File: src/rtl/cr16_writeback_pkg.sv
// cr16_pkg: constants shared by the CR16 writeback stage.
//   - PSR / ALU status bit positions
//   - 4-bit condition codes used by branches, jumps and Scond
//   - register-write buffer depth
package cr16_pkg;

  localparam int CARRY    = 0;
  localparam int LOW      = 1;
  localparam int FLAG     = 2;
  localparam int ZERO     = 3;
  localparam int NEGATIVE = 4;

  localparam int PSR_WIDTH = 5;

  localparam logic [3:0] CC_EQ    = 4'd0;
  localparam logic [3:0] CC_NE    = 4'd1;
  localparam logic [3:0] CC_CS    = 4'd2;
  localparam logic [3:0] CC_CC    = 4'd3;
  localparam logic [3:0] CC_HI    = 4'd4;
  localparam logic [3:0] CC_LS    = 4'd5;
  localparam logic [3:0] CC_GT    = 4'd6;
  localparam logic [3:0] CC_LE    = 4'd7;
  localparam logic [3:0] CC_FS    = 4'd8;
  localparam logic [3:0] CC_FC    = 4'd9;
  localparam logic [3:0] CC_LO    = 4'd10;
  localparam logic [3:0] CC_HS    = 4'd11;
  localparam logic [3:0] CC_LT    = 4'd12;
  localparam logic [3:0] CC_GE    = 4'd13;
  localparam logic [3:0] CC_UC    = 4'd14;
  localparam logic [3:0] CC_NEVER = 4'd15;

  localparam int BUF_DEPTH = 2;

endpackage

File: src/rtl/cr16_writeback_if.sv
// cr16_writeback_if: ALU-result handshake and register-file write port.
//   master: ALU / register-file side (drives results and rf_ready)
//   slave : writeback stage (drives ready and the register-file write request)
interface cr16_writeback_if #(
  parameter int P_WIDTH      = 16,
  parameter int P_ADDR_WIDTH = 4
);
  logic                    valid;
  logic                    ready;
  logic [P_WIDTH-1:0]      result;
  logic [4:0]              status;
  logic [P_ADDR_WIDTH-1:0] dest;
  logic                    write_reg;
  logic                    write_psr;
  logic                    scond;
  logic [3:0]              scond_code;

  logic                    rf_we;
  logic                    rf_ready;
  logic [P_ADDR_WIDTH-1:0] rf_addr;
  logic [P_WIDTH-1:0]      rf_data;

  modport master (
    output valid, result, status, dest, write_reg, write_psr, scond, scond_code,
    output rf_ready,
    input  ready, rf_we, rf_addr, rf_data
  );

  modport slave (
    input  valid, result, status, dest, write_reg, write_psr, scond, scond_code,
    input  rf_ready,
    output ready, rf_we, rf_addr, rf_data
  );
endinterface

File: src/rtl/cr16_writeback_cond_eval.sv
// cr16_cond_eval: combinational CR16 condition-code evaluation.
//   code  : 4-bit condition code
//   psr   : processor status {N, Z, F, L, C}
//   taken : condition holds under psr
module cr16_cond_eval
  import cr16_pkg::*;
(
  input  logic [3:0]           code,
  input  logic [PSR_WIDTH-1:0] psr,
  output logic                 taken
);

  logic c, l, f, z, n;

  assign c = psr[CARRY];
  assign l = psr[LOW];
  assign f = psr[FLAG];
  assign z = psr[ZERO];
  assign n = psr[NEGATIVE];

  always_comb begin
    taken = 1'b0;
    unique case (code)
      CC_EQ:    taken = z;
      CC_NE:    taken = ~z;
      CC_CS:    taken = c;
      CC_CC:    taken = ~c;
      CC_HI:    taken = l;
      CC_LS:    taken = ~l;
      CC_GT:    taken = n;
      CC_LE:    taken = ~n;
      CC_FS:    taken = f;
      CC_FC:    taken = ~f;
      CC_LO:    taken = ~l & ~z;
      CC_HS:    taken = l | z;
      CC_LT:    taken = ~n & ~z;
      CC_GE:    taken = n | z;
      CC_UC:    taken = 1'b1;
      CC_NEVER: taken = 1'b0;
    endcase
  end

endmodule

File: src/rtl/cr16_writeback.sv
// cr16_writeback: writeback stage after the CR16 ALU.
//   clk, rst_n : clock (rising edge), async active-low reset
//   wb         : ALU result handshake in, register-file write request out
//   psr        : current processor status register
//   br_code    : condition to evaluate for branch/jump, br_taken = result
//   haz_addr   : source register to check, hazard = pending write to it
// Flags commit on acceptance; register writes queue in a 2-entry FIFO that
// drains whenever the register file is ready.
module cr16_writeback
  import cr16_pkg::*;
#(
  parameter int P_WIDTH      = 16,
  parameter int P_ADDR_WIDTH = 4
) (
  input  logic                    clk,
  input  logic                    rst_n,
  cr16_writeback_if.slave         wb,
  output logic [PSR_WIDTH-1:0]    psr,
  input  logic [3:0]              br_code,
  output logic                    br_taken,
  input  logic [P_ADDR_WIDTH-1:0] haz_addr,
  output logic                    hazard
);

  logic [P_ADDR_WIDTH-1:0] addr_q [BUF_DEPTH];
  logic [P_WIDTH-1:0]      data_q [BUF_DEPTH];
  logic [BUF_DEPTH-1:0]    vld_q;
  logic                    head_q;
  logic                    tail_q;
  logic [1:0]              count_q;
  logic [PSR_WIDTH-1:0]    psr_q;

  logic                    accept;
  logic                    push;
  logic                    pop;
  logic                    scond_true;
  logic [P_WIDTH-1:0]      push_data;

  assign wb.ready   = (count_q != 2'(BUF_DEPTH));
  assign accept     = wb.valid & wb.ready;
  assign push       = accept & wb.write_reg;
  assign pop        = wb.rf_we & wb.rf_ready;

  assign wb.rf_we   = vld_q[head_q];
  assign wb.rf_addr = addr_q[head_q];
  assign wb.rf_data = data_q[head_q];
  assign psr        = psr_q;

  // Scond sees the flags as they were before this instruction's own update.
  cr16_cond_eval u_scond_eval (
    .code  (wb.scond_code),
    .psr   (psr_q),
    .taken (scond_true)
  );

  cr16_cond_eval u_branch_eval (
    .code  (br_code),
    .psr   (psr_q),
    .taken (br_taken)
  );

  assign push_data = wb.scond ? {{(P_WIDTH-1){1'b0}}, scond_true} : wb.result;

  always_ff @(posedge clk or negedge rst_n) begin
    if (!rst_n) begin
      for (int i = 0; i < BUF_DEPTH; i++) begin
        addr_q[i] <= '0;
        data_q[i] <= '0;
      end
      vld_q   <= '0;
      head_q  <= 1'b0;
      tail_q  <= 1'b0;
      count_q <= 2'd0;
      psr_q   <= '0;
    end else begin
      if (accept && wb.write_psr) begin
        psr_q <= wb.status;
      end
      // A push never targets the head slot while it is being popped: that
      // would need count==2, where push is blocked by ready.
      if (pop) begin
        vld_q[head_q] <= 1'b0;
        head_q        <= ~head_q;
      end
      if (push) begin
        addr_q[tail_q] <= wb.dest;
        data_q[tail_q] <= push_data;
        vld_q[tail_q]  <= 1'b1;
        tail_q         <= ~tail_q;
      end
      unique case ({push, pop})
        2'b10:   count_q <= count_q + 2'd1;
        2'b01:   count_q <= count_q - 2'd1;
        default: count_q <= count_q;
      endcase
    end
  end

  always_comb begin
    hazard = 1'b0;
    for (int i = 0; i < BUF_DEPTH; i++) begin
      if (vld_q[i] && (addr_q[i] == haz_addr)) begin
        hazard = 1'b1;
      end
    end
  end

endmodule

File: src/flat_wrapper.sv
// flat-port wrapper written by rule: the top's interface ports become plain ports
module cr16_writeback_flat import cr16_pkg::*;
#(
  parameter int P_WIDTH      = 16,
  parameter int P_ADDR_WIDTH = 4
)
  (clk, rst_n, psr, br_code, br_taken, haz_addr, hazard, wb_valid, wb_result, wb_status, wb_dest, wb_write_reg, wb_write_psr, wb_scond, wb_scond_code, wb_rf_ready, wb_ready, wb_rf_we, wb_rf_addr, wb_rf_data);
  cr16_writeback_if #(.P_WIDTH(P_WIDTH), .P_ADDR_WIDTH(P_ADDR_WIDTH)) wb_i ();
  input  logic clk;
  input  logic rst_n;
  output logic [PSR_WIDTH-1:0] psr;
  input  logic [3:0] br_code;
  output logic br_taken;
  input  logic [P_ADDR_WIDTH-1:0] haz_addr;
  output logic hazard;
  input wire logic [$bits(wb_i.valid)-1:0] wb_valid;
  input wire logic [$bits(wb_i.result)-1:0] wb_result;
  input wire logic [$bits(wb_i.status)-1:0] wb_status;
  input wire logic [$bits(wb_i.dest)-1:0] wb_dest;
  input wire logic [$bits(wb_i.write_reg)-1:0] wb_write_reg;
  input wire logic [$bits(wb_i.write_psr)-1:0] wb_write_psr;
  input wire logic [$bits(wb_i.scond)-1:0] wb_scond;
  input wire logic [$bits(wb_i.scond_code)-1:0] wb_scond_code;
  input wire logic [$bits(wb_i.rf_ready)-1:0] wb_rf_ready;
  output wire logic [$bits(wb_i.ready)-1:0] wb_ready;
  output wire logic [$bits(wb_i.rf_we)-1:0] wb_rf_we;
  output wire logic [$bits(wb_i.rf_addr)-1:0] wb_rf_addr;
  output wire logic [$bits(wb_i.rf_data)-1:0] wb_rf_data;
  assign wb_i.valid = wb_valid;
  assign wb_i.result = wb_result;
  assign wb_i.status = wb_status;
  assign wb_i.dest = wb_dest;
  assign wb_i.write_reg = wb_write_reg;
  assign wb_i.write_psr = wb_write_psr;
  assign wb_i.scond = wb_scond;
  assign wb_i.scond_code = wb_scond_code;
  assign wb_i.rf_ready = wb_rf_ready;
  assign wb_ready = wb_i.ready;
  assign wb_rf_we = wb_i.rf_we;
  assign wb_rf_addr = wb_i.rf_addr;
  assign wb_rf_data = wb_i.rf_data;
  cr16_writeback #(.P_WIDTH(P_WIDTH), .P_ADDR_WIDTH(P_ADDR_WIDTH)) u_core (.clk(clk), .rst_n(rst_n), .wb(wb_i), .psr(psr), .br_code(br_code), .br_taken(br_taken), .haz_addr(haz_addr), .hazard(hazard));
endmodule
File: config.mk
export PLATFORM = sky130hd
export DESIGN_NAME = cr16_writeback_flat
export DESIGN_NICKNAME = d
export VERILOG_FILES = /design/src/rtl/cr16_writeback_pkg.sv /design/src/rtl/cr16_writeback_if.sv /design/src/rtl/cr16_writeback_cond_eval.sv /design/src/rtl/cr16_writeback.sv /design/src/flat_wrapper.sv
export SDC_FILE = /design/constraint.sdc
export NUM_CORES = 1
export LEC_CHECK = 0
export ABC_CLOCK_PERIOD_IN_PS = 1600
export BUFFER_PORTS_ARGS = -buffer_cell sky130_fd_sc_hd__buf_2
export CAP_MARGIN = 40
export CORE_MARGIN = 10
export CORE_UTILIZATION = 47
export CTS_CLUSTER_SIZE = 40
export DETAILED_ROUTE_END_ITERATION = 8
export PLACE_DENSITY = 0.76
export SLEW_MARGIN = 20
export SYNTH_ARGS = -nofsm -noshare
export SYNTH_HDL_FRONTEND = slang
export SYNTH_SLANG_ARGS = --single-unit
File: constraint.sdc
create_clock -name clk -period 1.6 [get_ports clk]
set_input_delay 0.24 -clock clk [delete_from_list [all_inputs] [get_ports clk]]
set_output_delay 0.24 -clock clk [all_outputs]
set_load 0.1 [all_outputs]
# [Yosys cells after proc, flatten, opt, wreduce, memory -nomap -nowiden]
# Cells that the tools add are included.
[word_totals] n_memories=0 elab_cells=107 latch_bits=0 output_inout_bits=29 ram_bits=0 input_bits=44 register_bits=51 mem_bits_ro=0
[op_classes] n_bitwise=19 eq_ne=35 div_mod_pow=0 n_addsub=2 reduce_logical=9 mul=0 magnitude_cmp=7 muxes=26 shift=0
[ops] cell="2-to-1 mux 16 bit" n=5
[ops] cell="equality test 4 bit (second input constant)" n=16
[ops] cell="bitwise mux 32 bit" n=1
[ops] cell="equality test 4 x 3 -> 1 bit (second input constant)" n=8
[ops] cell="one-hot mux 1 bit (16 select lines)" n=2
[ops] cell="demux 16 bit (select 1 bit)" n=1
[ops] cell="equality test 4 x 2 -> 1 bit (second input constant)" n=4
[ops] cell="2-to-1 mux 4 bit" n=4
[ops] cell="bitwise mux 8 bit" n=1
[ops] cell="equality test 4 x 1 -> 1 bit (second input constant)" n=2
[ops] cell="equality test 4 bit" n=2
[ops] cell="logical NOT 4 bit" n=2
[ops] cell="NOT 1 bit" n=7
[ops] cell="logical AND 1 bit" n=6
[ops] cell="2-to-1 mux 1 bit" n=6
[ops] cell="bitwise AND 1 bit" n=5
[ops] cell="demux 4 bit (select 1 bit)" n=1
[ops] cell="greater-or-equal comparator 2 bit (second input constant)" n=2
[ops] cell="less-than comparator 1 x 2 -> 1 bit (second input constant)" n=2
[ops] cell="2-to-1 mux 2 bit" n=2
[ops] cell="NOT 1 -> 2 bit" n=2
[ops] cell="one-hot mux 2 bit (2 select lines)" n=1
[ops] cell="adder 2 x 1 -> 2 bit (second input constant)" n=1
[ops] cell="bitwise AND 2 bit" n=1
[ops] cell="11 further kinds" n=14

# [Longest topological paths before layout]
[logic_depth] depth_word=9 mapped_depth=7 mapped_depth_nobuf=6

# [Hierarchy]
# A second synthesis with hierarchy kept.
[hier_totals] cells_unflattened=221 area_unflattened_um2=2900.3
[modules_own_cells] module="cr16_writeback" cells_per_inst=175 n_inst=1 seq_area_each_um2=1276.2 area_per_inst_um2=2532.4
[modules_own_cells] module="cr16_cond_eval" cells_per_inst=23 n_inst=2 seq_area_each_um2=0.0 area_per_inst_um2=183.9

# [Worst setup path before layout]
# Ideal clock, no wire load.
[synth_timing] path_kind="flip-flop to output port" startpoint="register u_core.psr_q[3] (netlist: u_core.psr[3])" endpoint="output br_taken" path_buffers=0 arrival_time_ns=2.993 setup_slack_ns=-1.633 stages_incl_launch_ff=4 required_time_ns=1.360 path_cell_list="dfrtp_1 mux4_2 mux2i_1 xnor2_1"
[synth_via] elab_chain_len=3 elab_cells_between_ends=6 classes_between="1 x mux; 5 x bitwise"
[synth_rtl] item="start, declared" line_no="cr16_writeback.sv:31" text="logic [PSR_WIDTH-1:0] psr_q;"
[synth_rtl] item="start signal, assigned" line_no="cr16_writeback.sv:77" text="psr_q <= wb.status;"
[synth_rtl] item="NOT 1 bit" line_no="cr16_writeback_cond_eval.sv:25, cr16_writeback_cond_eval.sv:34, cr16_writeback_cond_eval.sv:36"
[synth_rtl] item="bitwise AND 1 bit, on equally long branches" line_no="cr16_writeback_cond_eval.sv:36, cr16_writeback_cond_eval.sv:34"
[synth_rtl] item="one-hot mux 1 bit (16 select lines) (*)" line_no="cr16_writeback_cond_eval.sv:23" text="unique case (code)"
[synth_rtl] item="end, declared" line_no="flat_wrapper.sv:13" text="output logic br_taken;"
# Mark *: on every way between the ends. The rest lies on a longest branch, timed or not.

# [Worst setup path after layout]
# Same ends and word-level chain as after synthesis.

==> impl_metrics.yaml <==
placement:
  dp_hpwl_mm: 4.91
  postPlaceCellArea_mm2: 0.00350
  portBuffers: 72
  gp_congestion: 0.816
layout:
  final_cell_area_mm2: 0.00381
  antenna_cells: 0
  area_growth_pct: 48.4
  n_fill_cell: 377
  final_layout_size_suffix_gt1_share_pct: 47.6
  nNetsFinal: 376
cts:
  cts_tree: "built"
  cts-root-buf: "clkbuf_8"
  numCtsBuffers: 5
  cts_sinks: 51
  clk_pin_slew_worst_paths_ns: 0.09
  clock_path_buffers: 2
  htree_num_levels: 2
  insertion_delay_ns: 0.30
floorplan:
  fp.dieH_um: 93.9
  rows: 26
  start_util_pct: 49.4
  io_pins: 73
  die-area_mm2: 0.00883
  coreArea_mm2: 0.00520
  die_width_um: 93.9
synth:
  seq_area_frac_synth_pct: 49.7
  syn_area_mm2: 0.00257
  synth_top_area_share_pct: 49.7
  syn-num-nets: 284
  synth-edff-count: 0
  synth_cell_types: 35
  synth_cells: 239
  postSynth.asyncResetShare_pct: 100
  ys.flop_type: "dfrtp_1"
  avgSynthCellArea_um2: 10.8
  yosysWarnings: 0
  synth.area.top_cells: "dfrtp_1 (50%), mux2_2 (13%), o21ai_0 (6.0%)"
  synth-seq-cells: 51
  synth_top_area_cell: "dfrtp_1"
critical_path:
  worstSetupStartpointType: "register"
  required_ns: 1.36
  worst-path-max-fanout: 4
  worst_setup_path_end_kind: "output pin"
  worstPathArrival_ns: 1.86
  critPathKind: "reg2out"
worst_hold_path:
  min_path_type: "in2reg"
grt:
  grt_use_total_pct: 15.9
  antenna_found_initial: 0
  grt_pass1_vias: 2234
  grt_max_degree: 28
  overflow: 0
  grt_pass1_wl_mm: 11.1
timing:
  fmaxAchievable_mhz: 476
  rsz0062_at_grt: "true"
  final_min_period_over_clock_period_pct: 131
  hold_viol: 0
  fin_skew_ns: 0.00625
  period_needed_ns: 2.10
  final_max_slew_viol_count: 0
  setup-violations-final: 24
  slew_headroom_pct: 67.3
  worst_pin_slew_ns: 0.494
  holdWs_ns: 0.173
  fin_ws_ns: -0.499
drt:
  wirelength_mm: 6.77
  drcViolationCount: 0
  drt_iter0_drc: 72
  num_vias: 2020
  firstDrtPassIters: 4
  drt-wirelength-per-cell_um: 16.9
  via_per_inst: 5.02
  antenna_left: 0
run:
  drv_cap: 0
run_status:
  status: "finished, violations left"
  violations: "setup timing"
## cell usage after synthesis (2+ instances only)
cell type and n:
o21ai_1 3, xor2_1 8, nor2_1 6, mux2_2 30, nand3_1 3, mux2i_1 2, buf_6 3, mux2_4 4
xnor2_1 7, nand2b_1 17, clkbuf_1 7, o21ai_0 31, nor3_1 3, inv_1 2, nand2_1 40, a31oi_1 2
a21oi_1 3, dfrtp_1 51
## cell type report
class | instances | area [um^2] | share of cell area, %
clock buffers | 5 | 68.8 | 1.80
clock inverters | 3 | 46.3 | 1.21
inverters | 2 | 7.51 | 0.197
multi-input cells | 173 | 1350 | 35.3
flip-flops and latches | 51 | 1300 | 34.0
well taps | 70 | 87.6 | 2.30
repair buffers | 98 | 962 | 25.2
## logic make-up (layout without fill, tap and decap cells)
kind of cell             count (synthesis)  in the layout  synth area share, %
flip-flops                              51             51                 49.7
buffers and inverters                   15            108                 3.16
adder cells (fa/ha/maj)                  1              1                0.487
multiplexers                            37             37                 17.1
AO/OA/AOI/OAI                           44             44                 9.69
AND/OR/NAND/NOR                         76             76                 14.8
XOR/XNOR                                15             15                 5.11
## placed cells by master, fill, tap and decap left out, drive strengths merged, types with 2 or more instances in the layout
cell type | synthesis | routed
a21oi | 3 | 3
a31oi | 2 | 2
buf | 5 | 97
clkbuf | 8 | 5
dfrtp | 51 | 51
inv | 2 | 3
mux2 | 34 | 34
mux2i | 2 | 2
nand2 | 40 | 40
nand2b | 18 | 18
nand3 | 4 | 4
nor2 | 6 | 6
nor3 | 3 | 3
o21ai | 34 | 34
xnor2 | 7 | 7
xor2 | 8 | 8
## routing by layer
layer	track usage, %	part of all wire [%]	vias to the layer above
met5	0	0	-
met4	4.81	1.3	0
met3	4.00	4.9	6
met2	28.1	53	48
met1	18.4	41	968
li1	-	-	998
## state kept, by name (all words and copies together), names as in the netlist
signal and count:
u_core.addr_q 8, u_core.count_q 2, u_core.data_q 32, u_core.head_q 1
u_core.psr 5, u_core.tail_q 1, u_core.vld_q 2
## final timing paths
check	start	to	slack [ns]	cells past startpoint
max in group asynchronous	rst_n	u_core.psr[2]	0.81	3
hold / removal	wb_status[4]	u_core.psr[4]	0.17	2
setup reg to reg	u_core.head_q	u_core.count_q[1]	-0.08	7
setup / recovery	u_core.psr[3]	br_taken	-0.50	4
min in group asynchronous	rst_n	u_core.data_q[19]	0.48	3
hold reg to reg	u_core.data_q[20]	u_core.data_q[20]	0.49	2
## worst max-delay path, cell delays in order (launching register included)
cell	delay, ns
dfrtp_4	0.50
mux4_2	0.50
mux2i_4	0.22
xnor2_4	0.15
buf_12	0.19
## timing repair
item / 4_1_cts / 5_1_grt
endpoints found under the setup margin: 22 / 27
hold endpoints to repair: 51 / 0
cloned: 2 / 0
pin swaps: 9 / 5
setup buffers: 10 / 2
hold buffers: 1 / 0
gates resized for setup: 16 / 18
## per-stage QoR
stage	cells	worst slack (ns)	utilization (%)	setup TNS, ns
floorplan	239	-0.360	-	-0.656
finish	402	-0.499	73.3	-2.15
detailed placement	383	-0.191	67.3	-0.191
global route	402	-0.546	73.3	-3.19
global placement	383	-0.161	67.3	-0.161
CTS	404	-0.514	73.4	-3.81
Power is left out: the tool's default activity adds up to more than one toggle a clock period on the data nets, which glitch-free logic cannot reach.
